**src/rtl/dac_instr_queue_pkg.sv**
```systemverilog
// Shared defaults for the DAC output path (also used by pid_pipeline and the DAC controller)
// and the issue FSM encoding.
package dac_instr_queue_pkg;
  localparam int N_CHAN = 8;
  localparam int W_CHAN = 3;
  localparam int W_DATA = 16;
  localparam int W_DROP = 16;

  typedef enum logic [0:0] {
    S_IDLE  = 1'b0,
    S_ISSUE = 1'b1
  } state_t;
endpackage

```
**src/rtl/dac_instr_queue_if.sv**
```systemverilog
// Pipeline-result input and DAC valid/ready output bundle of the DAC instruction queue.
interface dac_instr_queue_if #(
  parameter int W_CHAN = dac_instr_queue_pkg::W_CHAN,
  parameter int W_DATA = dac_instr_queue_pkg::W_DATA,
  parameter int W_DROP = dac_instr_queue_pkg::W_DROP
);
  logic              dv_in;
  logic [W_CHAN-1:0] chan_in;
  logic [W_DATA-1:0] data_in;
  logic              dac_rdy_in;
  logic              dac_dv_out;
  logic [W_CHAN-1:0] dac_chan_out;
  logic [W_DATA-1:0] dac_data_out;
  logic [W_DROP-1:0] drop_cnt_out;

  modport master (
    output dv_in, chan_in, data_in, dac_rdy_in,
    input  dac_dv_out, dac_chan_out, dac_data_out, drop_cnt_out
  );

  modport slave (
    input  dv_in, chan_in, data_in, dac_rdy_in,
    output dac_dv_out, dac_chan_out, dac_data_out, drop_cnt_out
  );
endinterface

```
**src/rtl/dac_instr_queue_rr_arbiter.sv**
```systemverilog
// Combinational round-robin picker: grants the first pending channel at or after rr_ptr,
// wrapping modulo N_CHAN.
module rr_arbiter #(
  parameter int N_CHAN = 8,
  parameter int W_CHAN = 3
) (
  input  logic [N_CHAN-1:0] pend,
  input  logic [W_CHAN-1:0] rr_ptr,
  output logic              grant_valid,
  output logic [W_CHAN-1:0] grant_idx
);

  // Scan from the farthest offset back toward rr_ptr so the nearest pending channel is kept.
  always_comb begin
    logic [W_CHAN-1:0] idx_s;
    grant_valid = 1'b0;
    grant_idx   = '0;
    idx_s       = '0;
    for (int k = N_CHAN - 1; k >= 0; k--) begin
      idx_s       = W_CHAN'((int'(rr_ptr) + k) % N_CHAN);
      grant_valid = grant_valid | pend[idx_s];
      grant_idx   = pend[idx_s] ? idx_s : grant_idx;
    end
  end

endmodule

```
**src/rtl/dac_instr_queue.sv**
```systemverilog
// Per-channel latest-value buffer issuing one DAC write at a time, round-robin over pending channels.
// Define DAC_QUEUE_DROP_CNT_EN to build the overwrite (drop) counter; otherwise drop_cnt_out is 0.
module dac_instr_queue #(
  parameter int N_CHAN = dac_instr_queue_pkg::N_CHAN,
  parameter int W_CHAN = dac_instr_queue_pkg::W_CHAN,
  parameter int W_DATA = dac_instr_queue_pkg::W_DATA,
  parameter int W_DROP = dac_instr_queue_pkg::W_DROP
) (
  input logic              clk_in,
  input logic              rst_in,
  dac_instr_queue_if.slave bus
);
  import dac_instr_queue_pkg::*;

  localparam logic [W_CHAN:0]   N_CHAN_L  = (W_CHAN + 1)'(N_CHAN);
  localparam logic [W_CHAN-1:0] LAST_CHAN = W_CHAN'(N_CHAN - 1);

  state_t            state_r, state_s;
  logic [W_DATA-1:0] val_r [N_CHAN];
  logic [N_CHAN-1:0] pend_r;
  logic [W_CHAN-1:0] rr_ptr_r;
  logic [W_CHAN-1:0] chan_r;
  logic [W_DATA-1:0] data_r;
  logic              dv_r;
  logic              grant_valid_s;
  logic [W_CHAN-1:0] grant_idx_s;
  logic              wr_s, load_s, accept_s;

  rr_arbiter #(.N_CHAN(N_CHAN), .W_CHAN(W_CHAN)) u_arb (
    .pend        (pend_r),
    .rr_ptr      (rr_ptr_r),
    .grant_valid (grant_valid_s),
    .grant_idx   (grant_idx_s)
  );

  // Out-of-range channel indices are dropped silently.
  assign wr_s = bus.dv_in && ({1'b0, bus.chan_in} < N_CHAN_L);

  // Next-state and load/accept decode; the ready input only matters while a word is offered.
  always_comb begin
    state_s  = state_r;
    load_s   = 1'b0;
    accept_s = 1'b0;
    case (state_r)
      S_IDLE: begin
        load_s  = grant_valid_s;
        state_s = grant_valid_s ? S_ISSUE : S_IDLE;
      end
      S_ISSUE: begin
        accept_s = bus.dac_rdy_in;
        state_s  = bus.dac_rdy_in ? S_IDLE : S_ISSUE;
      end
      default: begin
        state_s = S_IDLE;
      end
    endcase
  end

  // FSM state register.
  always_ff @(posedge clk_in) begin
    if (!rst_in) state_r <= S_IDLE;
    else         state_r <= state_s;
  end

  // Pending flags, round-robin pointer and the offered word; a same-cycle write re-arms pend.
  always_ff @(posedge clk_in) begin
    if (!rst_in) begin
      pend_r   <= '0;
      rr_ptr_r <= '0;
      chan_r   <= '0;
      data_r   <= '0;
      dv_r     <= 1'b0;
    end else begin
      if (load_s) begin
        chan_r              <= grant_idx_s;
        data_r              <= val_r[grant_idx_s];
        pend_r[grant_idx_s] <= 1'b0;
        dv_r                <= 1'b1;
      end
      if (accept_s) begin
        dv_r     <= 1'b0;
        rr_ptr_r <= (chan_r == LAST_CHAN) ? '0 : chan_r + 1'b1;
      end
      if (wr_s) pend_r[bus.chan_in] <= 1'b1;
    end
  end

  // Channel value storage; contents are only meaningful while the matching pend bit is set.
  always_ff @(posedge clk_in) begin
    if (wr_s) val_r[bus.chan_in] <= bus.data_in;
  end

`ifdef DAC_QUEUE_DROP_CNT_EN
  logic              drop_s;
  logic [W_DROP-1:0] drop_cnt_r;

  // A replaced value that was just handed to the DAC is not a drop.
  assign drop_s = wr_s && pend_r[bus.chan_in] && !(load_s && (grant_idx_s == bus.chan_in));

  // Saturating drop counter.
  always_ff @(posedge clk_in) begin
    if (!rst_in)                             drop_cnt_r <= '0;
    else if (drop_s && (drop_cnt_r != '1))   drop_cnt_r <= drop_cnt_r + 1'b1;
    else                                     drop_cnt_r <= drop_cnt_r;
  end

  assign bus.drop_cnt_out = drop_cnt_r;
`else
  assign bus.drop_cnt_out = '0;
`endif

  assign bus.dac_dv_out   = dv_r;
  assign bus.dac_chan_out = chan_r;
  assign bus.dac_data_out = data_r;

endmodule

```
**src/flat_wrapper.sv**
```systemverilog
// flat-port wrapper written by rule: the top's interface ports become plain ports
module dac_instr_queue_flat import dac_instr_queue_pkg::*;
#(
  parameter int N_CHAN = dac_instr_queue_pkg::N_CHAN,
  parameter int W_CHAN = dac_instr_queue_pkg::W_CHAN,
  parameter int W_DATA = dac_instr_queue_pkg::W_DATA,
  parameter int W_DROP = dac_instr_queue_pkg::W_DROP
)
  (clk_in, rst_in, bus_dv_in, bus_chan_in, bus_data_in, bus_dac_rdy_in, bus_dac_dv_out, bus_dac_chan_out, bus_dac_data_out, bus_drop_cnt_out);
  dac_instr_queue_if #(.W_CHAN(W_CHAN), .W_DATA(W_DATA), .W_DROP(W_DROP)) bus_i ();
  input logic clk_in;
  input logic rst_in;
  input wire logic [$bits(bus_i.dv_in)-1:0] bus_dv_in;
  input wire logic [$bits(bus_i.chan_in)-1:0] bus_chan_in;
  input wire logic [$bits(bus_i.data_in)-1:0] bus_data_in;
  input wire logic [$bits(bus_i.dac_rdy_in)-1:0] bus_dac_rdy_in;
  output wire logic [$bits(bus_i.dac_dv_out)-1:0] bus_dac_dv_out;
  output wire logic [$bits(bus_i.dac_chan_out)-1:0] bus_dac_chan_out;
  output wire logic [$bits(bus_i.dac_data_out)-1:0] bus_dac_data_out;
  output wire logic [$bits(bus_i.drop_cnt_out)-1:0] bus_drop_cnt_out;
  assign bus_i.dv_in = bus_dv_in;
  assign bus_i.chan_in = bus_chan_in;
  assign bus_i.data_in = bus_data_in;
  assign bus_i.dac_rdy_in = bus_dac_rdy_in;
  assign bus_dac_dv_out = bus_i.dac_dv_out;
  assign bus_dac_chan_out = bus_i.dac_chan_out;
  assign bus_dac_data_out = bus_i.dac_data_out;
  assign bus_drop_cnt_out = bus_i.drop_cnt_out;
  dac_instr_queue #(.N_CHAN(N_CHAN), .W_CHAN(W_CHAN), .W_DATA(W_DATA), .W_DROP(W_DROP)) u_core (.clk_in(clk_in), .rst_in(rst_in), .bus(bus_i));
endmodule
```
**config.mk**
```make
export PLATFORM = sky130hd
export DESIGN_NAME = dac_instr_queue_flat
export DESIGN_NICKNAME = d
export VERILOG_FILES = /design/src/rtl/dac_instr_queue_pkg.sv /design/src/rtl/dac_instr_queue_if.sv /design/src/rtl/dac_instr_queue_rr_arbiter.sv /design/src/rtl/dac_instr_queue.sv /design/src/flat_wrapper.sv
export SDC_FILE = /design/constraint.sdc
export NUM_CORES = 1
export LEC_CHECK = 0
export CELL_PAD_IN_SITES_DETAIL_PLACEMENT = 1
export CELL_PAD_IN_SITES_GLOBAL_PLACEMENT = 1
export CORE_MARGIN = 5
export CORE_UTILIZATION = 30
export CTS_BUF_LIST = sky130_fd_sc_hd__clkbuf_16
export DETAILED_ROUTE_END_ITERATION = 12
export GPL_ROUTABILITY_DRIVEN = 0
export PLACE_DENSITY = 0.6
export SYNTH_ARGS = -nofsm -noshare
export SYNTH_HDL_FRONTEND = slang
export SYNTH_SLANG_ARGS = --single-unit
export TNS_END_PERCENT = 30
```
**constraint.sdc**
```tcl
create_clock -name clk_in -period 3.4 [get_ports clk_in]
set_input_delay 0.68 -clock clk_in [delete_from_list [all_inputs] [get_ports clk_in]]
set_output_delay 0.68 -clock clk_in [all_outputs]
set_load 0.02 [all_outputs]
```
Word-level counts from Yosys, hierarchy flattened. Memory sizes are Yosys's and may differ from the RTL's. A register that Yosys moved wholly into a read port is not among the register bits. Index checks and enable logic that the tools add are counted. W data, S select, Z words.

Memories kept: 1. Register bits after elaboration: 16. Logic and storage cells: 82. Bits in writable memories: 128.

Reduce and logical (&&, ||, !) cells: 4. Equality and inequality tests: 1. Mux-type cells: 39. Order comparisons: 12. Add/subtract/negate cells: 8. Bitwise gates (word level): 12.

Memories: u_core.val_r (words 8, width 16, read ports 1, clocked after memory_dff 1, write ports 1, line dac_instr_queue.sv:19) `logic [W_DATA-1:0] val_r [N_CHAN];`.

Operators with widths (count): $lt A3 B4 Y1 const B (10); $mux W3 (9); $bmux W1 S3 (8); $mux W8 (3); $mux W1 (16); $add A3 B3 Y3 const B (4); $and A8 B8 Y8 (1); $not A8 Y8 (1); $or A8 B8 Y8 (1); $or A1 B1 Y1 (7); $add A3 B1 Y3 const B (2); $add A3 B2 Y3 const B (2); $demux W1 S3 (2); $ge A3 B1 Y1 const B (2); $eq A3 B3 Y1 const B (1); $logic_and A1 B1 Y1 (2); $not A1 Y1 (2); $pmux W1 S2 (1); $reduce_or A2 Y1 (1); $logic_not A1 Y1 (1).

Logic depth before layout (Yosys ltp).
Depth after elaboration: 21. Gate-level depth with buffers: 18.

Modules after synthesis. Synthesis repeated with hierarchy kept, for this count alone.

Cell total of the unflattened synthesis: 488. Area total of the unflattened synthesis: 7068.0 µm².

Modules (own cells, without submodules): dac_instr_queue (area an instance 6262.3 µm², seq. area each 4484.3 µm², cells an instance 408, times used 1); rr_arbiter (area an instance 805.8 µm², seq. area each 0.0 µm², cells an instance 80, times used 1).

Worst setup path after synthesis. OpenSTA, ideal clock, no wires.

Kind: reg2reg. Start point: reg u_core.rr_ptr_r[0]. End point: reg u_core.data_r[10] (netlist: u_core.bus.dac_data_out[10]) (read register of u_core.val_r). Path buffers: 7. Clock period less this slack: 3748 ps. Data required time: 3285 ps. Cell stages (with the launch flop): 18. Arrival: 3633 ps. Library setup time: 115 ps. Path slack: -348 ps. Cell sequence: dfxtp_1 -> buf_6 -> buf_2 -> clkbuf_1 -> inv_1 -> ha_1 -> buf_2 -> mux4_2 -> mux2_2 -> a41o_1 -> a32oi_1 -> o311a_1 -> buf_4 -> nor2b_1 -> buf_2 -> buf_4 -> a32oi_1 -> a31o_1.

Cells in the longest elaborated chain, start to end: 11. Elaborated cells on any way between the ends: 39. Classes of those cells: 7 x add/sub; 25 x mux; 7 x bitwise.

Ends and longest elaborated chain: start, declared (line dac_instr_queue.sv:21) `logic [W_CHAN-1:0] rr_ptr_r;`; start signal, assigned (line dac_instr_queue.sv:82) `rr_ptr_r <= (chan_r == LAST_CHAN) ? '0 : chan_r + 1'b1;`; $add A3 B3 Y3 (line dac_instr_queue_rr_arbiter.sv:20) `idx_s = W_CHAN'((int'(rr_ptr) + k) % N_CHAN);`; $bmux W1 S3 (line dac_instr_queue_rr_arbiter.sv:21, dac_instr_queue_rr_arbiter.sv:22); $mux W1 (implied by the code) (line dac_instr_queue_rr_arbiter.sv:21, dac_instr_queue_rr_arbiter.sv:22); $mux W3 / $or A1 B1 Y1 (equally long branches) (7 in series) (line dac_instr_queue_rr_arbiter.sv:22, dac_instr_queue_rr_arbiter.sv:21); $mux W3 / $mux W1 (equally long branches) (line dac_instr_queue_rr_arbiter.sv:22, dac_instr_queue.sv:44); end, declared (line dac_instr_queue.sv:23) `logic [W_DATA-1:0] data_r;`.

Parallel ways exist; a longest one is shown, timed or not. The select of a mux whose other input is x is not followed. A chain may end at the register's enable or synchronous reset.

Worst setup path after layout.
Start point: reg u_core.rr_ptr_r[1]. End point: reg u_core.pend_r[7].

Cells in the longest elaborated chain, start to end: 21. Elaborated cells on any way between the ends: 50. Classes of those cells: 7 x add/sub; 2 x order compare; 30 x mux; 10 x bitwise; 1 x reduce/logical.

Ends and longest elaborated chain: $add A3 B3 Y3 (line dac_instr_queue_rr_arbiter.sv:20); $bmux W1 S3 (line dac_instr_queue_rr_arbiter.sv:21, dac_instr_queue_rr_arbiter.sv:22); $mux W1 (implied by the code) (line dac_instr_queue_rr_arbiter.sv:21, dac_instr_queue_rr_arbiter.sv:22); $mux W3 (8 in series) (line dac_instr_queue_rr_arbiter.sv:22) `grant_idx = pend[idx_s] ? idx_s : grant_idx;`; $lt A3 B4 Y1 (implied by the code) / $ge A3 B1 Y1 (equally long branches) (line dac_instr_queue.sv:77) `pend_r[grant_idx_s] <= 1'b0;`; $logic_and A1 B1 Y1 (implied by the code) (line dac_instr_queue.sv:77); $mux W1 (implied by the code) (line dac_instr_queue.sv:77); $demux W1 S3; $not A8 Y8 (no source line); $and A8 B8 Y8 (no source line); $mux W8 * (line dac_instr_queue.sv:74) `if (load_s) begin`; $mux W8 * (line dac_instr_queue.sv:67) `if (!rst_in) begin`; $or A8 B8 Y8 (no source line); $mux W8 * (line dac_instr_queue.sv:84) `if (wr_s) pend_r[bus.chan_in] <= 1'b1;`; end signal, assigned (line dac_instr_queue.sv:68) `pend_r <= '0;`; end signal, assigned by index (line dac_instr_queue.sv:77); end signal, assigned by index (line dac_instr_queue.sv:84); end, declared (line dac_instr_queue.sv:20) `logic [N_CHAN-1:0] pend_r;`.

Every way passes the cells marked *; elsewhere a longest branch is shown, timed or not. The select of a mux whose other input is x is not followed.

==> reports/qor.csv <==
metric,value,unit
internal_power,4.254,mW
io_pins,59,
clk_pin_slew_worst_paths,0.06,ns
critPathCaptureType,flip-flop,
antennaDiodeCount,0,
skew,0.007826,ns
dieArea,0.02727,sq mm
grt_first_pass_wirelength,29100,microns
hold_violations,0,
syn_to_final_growth,22.11,%
timing.setup.tns,0,ns
rsz0062_at_grt,false,
status,"finished, final reports clean",
max_freq,307.7,MHz
cts-hold-fix-buffers,0,
dp_hpwl,11740,microns
die_h,165.1,microns
htreeDepth,4,
ys_types,57,
port_buffers,42,
drv_cap,0,
ys_warn_count,0,
grt_max_degree,53,
fin_crit_sh,95.58,%
clk_path_buf_depth,2,
wirelength,18930,microns
synthFlopType,edfxtp_1,
crit_fanout,9,
path_buf_inv,4,
placed_area,0.008088,sq mm
final_cells,973,
avgSynthCellArea,12.47,sq um
cp_common_cell,buf_4,
timing.final.crit_period,3.250,ns
insertion_delay,0.42,ns
antenna_found_initial,0,
switching_power,1.927,mW
start_kind,flip-flop,
drt-initial-drc-count,293,
synthCells,579,
netlist_area,0.007221,sq mm
cts-buffers-inserted,17,
finalSetupViolations,0,
slew_violations,0,
cp_cell_sequence,inv_1 > ha_4 > buf_4 > mux4_2 > or2_2 > nand3_1 > nand3_1 > o311a_4 > buf_4 > buf_4 > o31a_1 > o21a_1,
vias,4829,
async_reset_ff_share,0,%
power_frac_comb,31.5,%
switching_share,31.18,%
hp-class,reg2reg,
grt_pass1_vias,5121,
drive_gt1_share,15.29,%
final_cell_area,0.008817,sq mm
leakage,3.065,nW
crit_required,3.72,ns
vdd_drop_max,358.0,uV
arrival,3.57,ns
worst_pin_slew,0.5978,ns
synth-edff-count,128,
grt_usage,14.00,%
coreArea,0.02361,sq mm
cts_tree,built,
globalRouteOverflowTotal,0,
slowest_stage,mux4_2,
powerDensity,701.0,mW/mm^2
ant_nets,0,
max_stage_delay,0.48,ns
ys_seq_area_share,62.10,%
finalNetCount,668,
die_w,165.1,microns
pwr-share-clk,30.4,%
crit_type,reg2reg,
crit_family,compound AO/OA/AOI/OAI gates,
clockRootBuffer,clkbuf_16,
wire_per_inst,19.45,microns
drt_pass1_iterations,4,
place_inst,937,
initial_core_util,30.58,%
vias_per_cell,4.963,
cts.sinks,160,
seq_power_share,38.1,%
rows,56,
drcViolationCount,0,
synth-seq-cells,160,
fin_hold_ws,0.5118,ns
slew-limit-headroom,60.14,%
-- power by group through the flow --
| stage | combinational, mW | clock [mW] | sequential [mW] |
|---|---|---|---|
| floorplan | 1.10 | 0 | 2.46 |
| global placement | 1.77 | 0 | 2.39 |
| detailed placement | 1.81 | 0 | 2.39 |
| CTS | 1.82 | 1.91 | 2.36 |
| global route | 2.11 | 2.01 | 2.37 |
| finish | 1.95 | 1.88 | 2.35 |
-- final timing paths --
path	startpoint	end	slack, ns	depth (start not counted)
worst max-delay path	u_core.rr_ptr_r[1]$_SDFFE_PN0P_	u_core.pend_r[7]$_SDFF_PN0_	0.15	12
worst min-delay path	u_core.bus.dac_chan_out[1]$_SDFFE_PN0N_	u_core.bus.dac_chan_out[1]$_SDFFE_PN0N_	0.51	2
worst max register to register	u_core.rr_ptr_r[1]$_SDFFE_PN0P_	u_core.pend_r[7]$_SDFF_PN0_	0.15	12
worst min register to register	u_core.bus.dac_chan_out[1]$_SDFFE_PN0N_	u_core.bus.dac_chan_out[1]$_SDFFE_PN0N_	0.51	2
-- layer usage --
metal / GRT usage, % / routed length, microns / vias up
li1: - / - / 2236
met1: 17.08 / 7953 / 2459
met5: 0 / 0 / -
met2: 25.17 / 10060 / 113
met3: 2.705 / 691 / 21
met4: 3.894 / 221 / 0
-- synth_stat cells, drive strengths merged, types with 2 or more instances --
cell	number	share of area (%)
edfxtp	128	53
nand2	117	6.1
buf	42	4.3
dfxtp	32	8.9
nand3	25	1.7
mux2i	24	3.3
a31oi	22	1.9
nor2	18	1.1
a32oi	17	2.1
and2	17	1.5
a31o	16	1.9
inv	11	0.57
mux4	11	3.4
clkbuf	10	0.54
o21ai	9	0.62
a21oi	8	0.55
a21boi	7	0.73
nand2b	7	0.61
o21a	7	0.73
nor2b	6	0.52
or2	6	0.52
mux2	5	0.78
ha	4	0.69
nor3	3	0.21
a22oi	2	0.28
nand4	2	0.17
xor2	2	0.24
-- sequential cells by signal (all words and copies together), names as in the netlist --
name / flops
u_core.val_r: 128
u_core.pend_r: 8
u_core.bus.dac_data_out: 16
u_core.bus.dac_dv_out: 1
u_core.bus.dac_chan_out: 3
u_core.rr_ptr_r: 3
u_core.state_r: 1
-- through the flow --
step | power (mW) | utilization, % | setup slack [ns]
after floorplan | 3.568 | - | 0.01163
after global placement | 4.165 | 34.25 | 0.1313
after detailed placement | 4.208 | 34.25 | 0.1114
after CTS | 6.094 | 36.71 | 0.06968
after global routing | 6.490 | 37.34 | 0.01033
final | 6.181 | 37.34 | 0.1503
-- worst register-to-register path, stage by stage, from the launching register on --
cell and delay (ns):
dfxtp_1 0.38, inv_1 0.10, ha_4 0.35, buf_4 0.16
mux4_2 0.48, or2_2 0.29, nand3_1 0.08, nand3_1 0.15
o311a_4 0.42, buf_4 0.14, buf_4 0.14, o31a_1 0.29
o21a_1 0.16
-- area by class of cell --
class | count | area [sq um]
inverters | 11 | 41.29
fillers | 2539 | 14800
clock buffers | 17 | 425.4
well taps | 319 | 399.1
repair buffers | 80 | 830.8
multi-input cells | 371 | 2482
clock inverters | 15 | 153.9
flip-flops and latches | 160 | 4484
-- cells by family after synthesis --
| family | synth area share (%) |
|---|---|
| buffers and inverters | 5.441 |
| other | 0.05193 |
| and+or+nand+nor | 13.43 |
| muxes | 7.538 |
| adders and majority gates | 0.6931 |
| AOI/OAI and AO/OA | 10.38 |
| xor gates and xnor gates | 0.3640 |
| DFF | 62.10 |
-- cell usage in the layout, fill, tap and decap left out, drive strengths merged, types with 17 or more instances in the layout --
cell             n
nand2          117
edfxtp         128
clkbuf          19
nor2            18
nand3           25
buf             36
dfxtp           32
a31oi           22
and2            17
a32oi           17
mux2i           24
clkdlybuf4s50   42
-- what timing repair did --
action / CTS / global route
resized for setup: 0 / 14
endpoints found under the setup margin: 0 / 19
setup buffers: 0 / 2
Power figures use the tool's default switching activity.
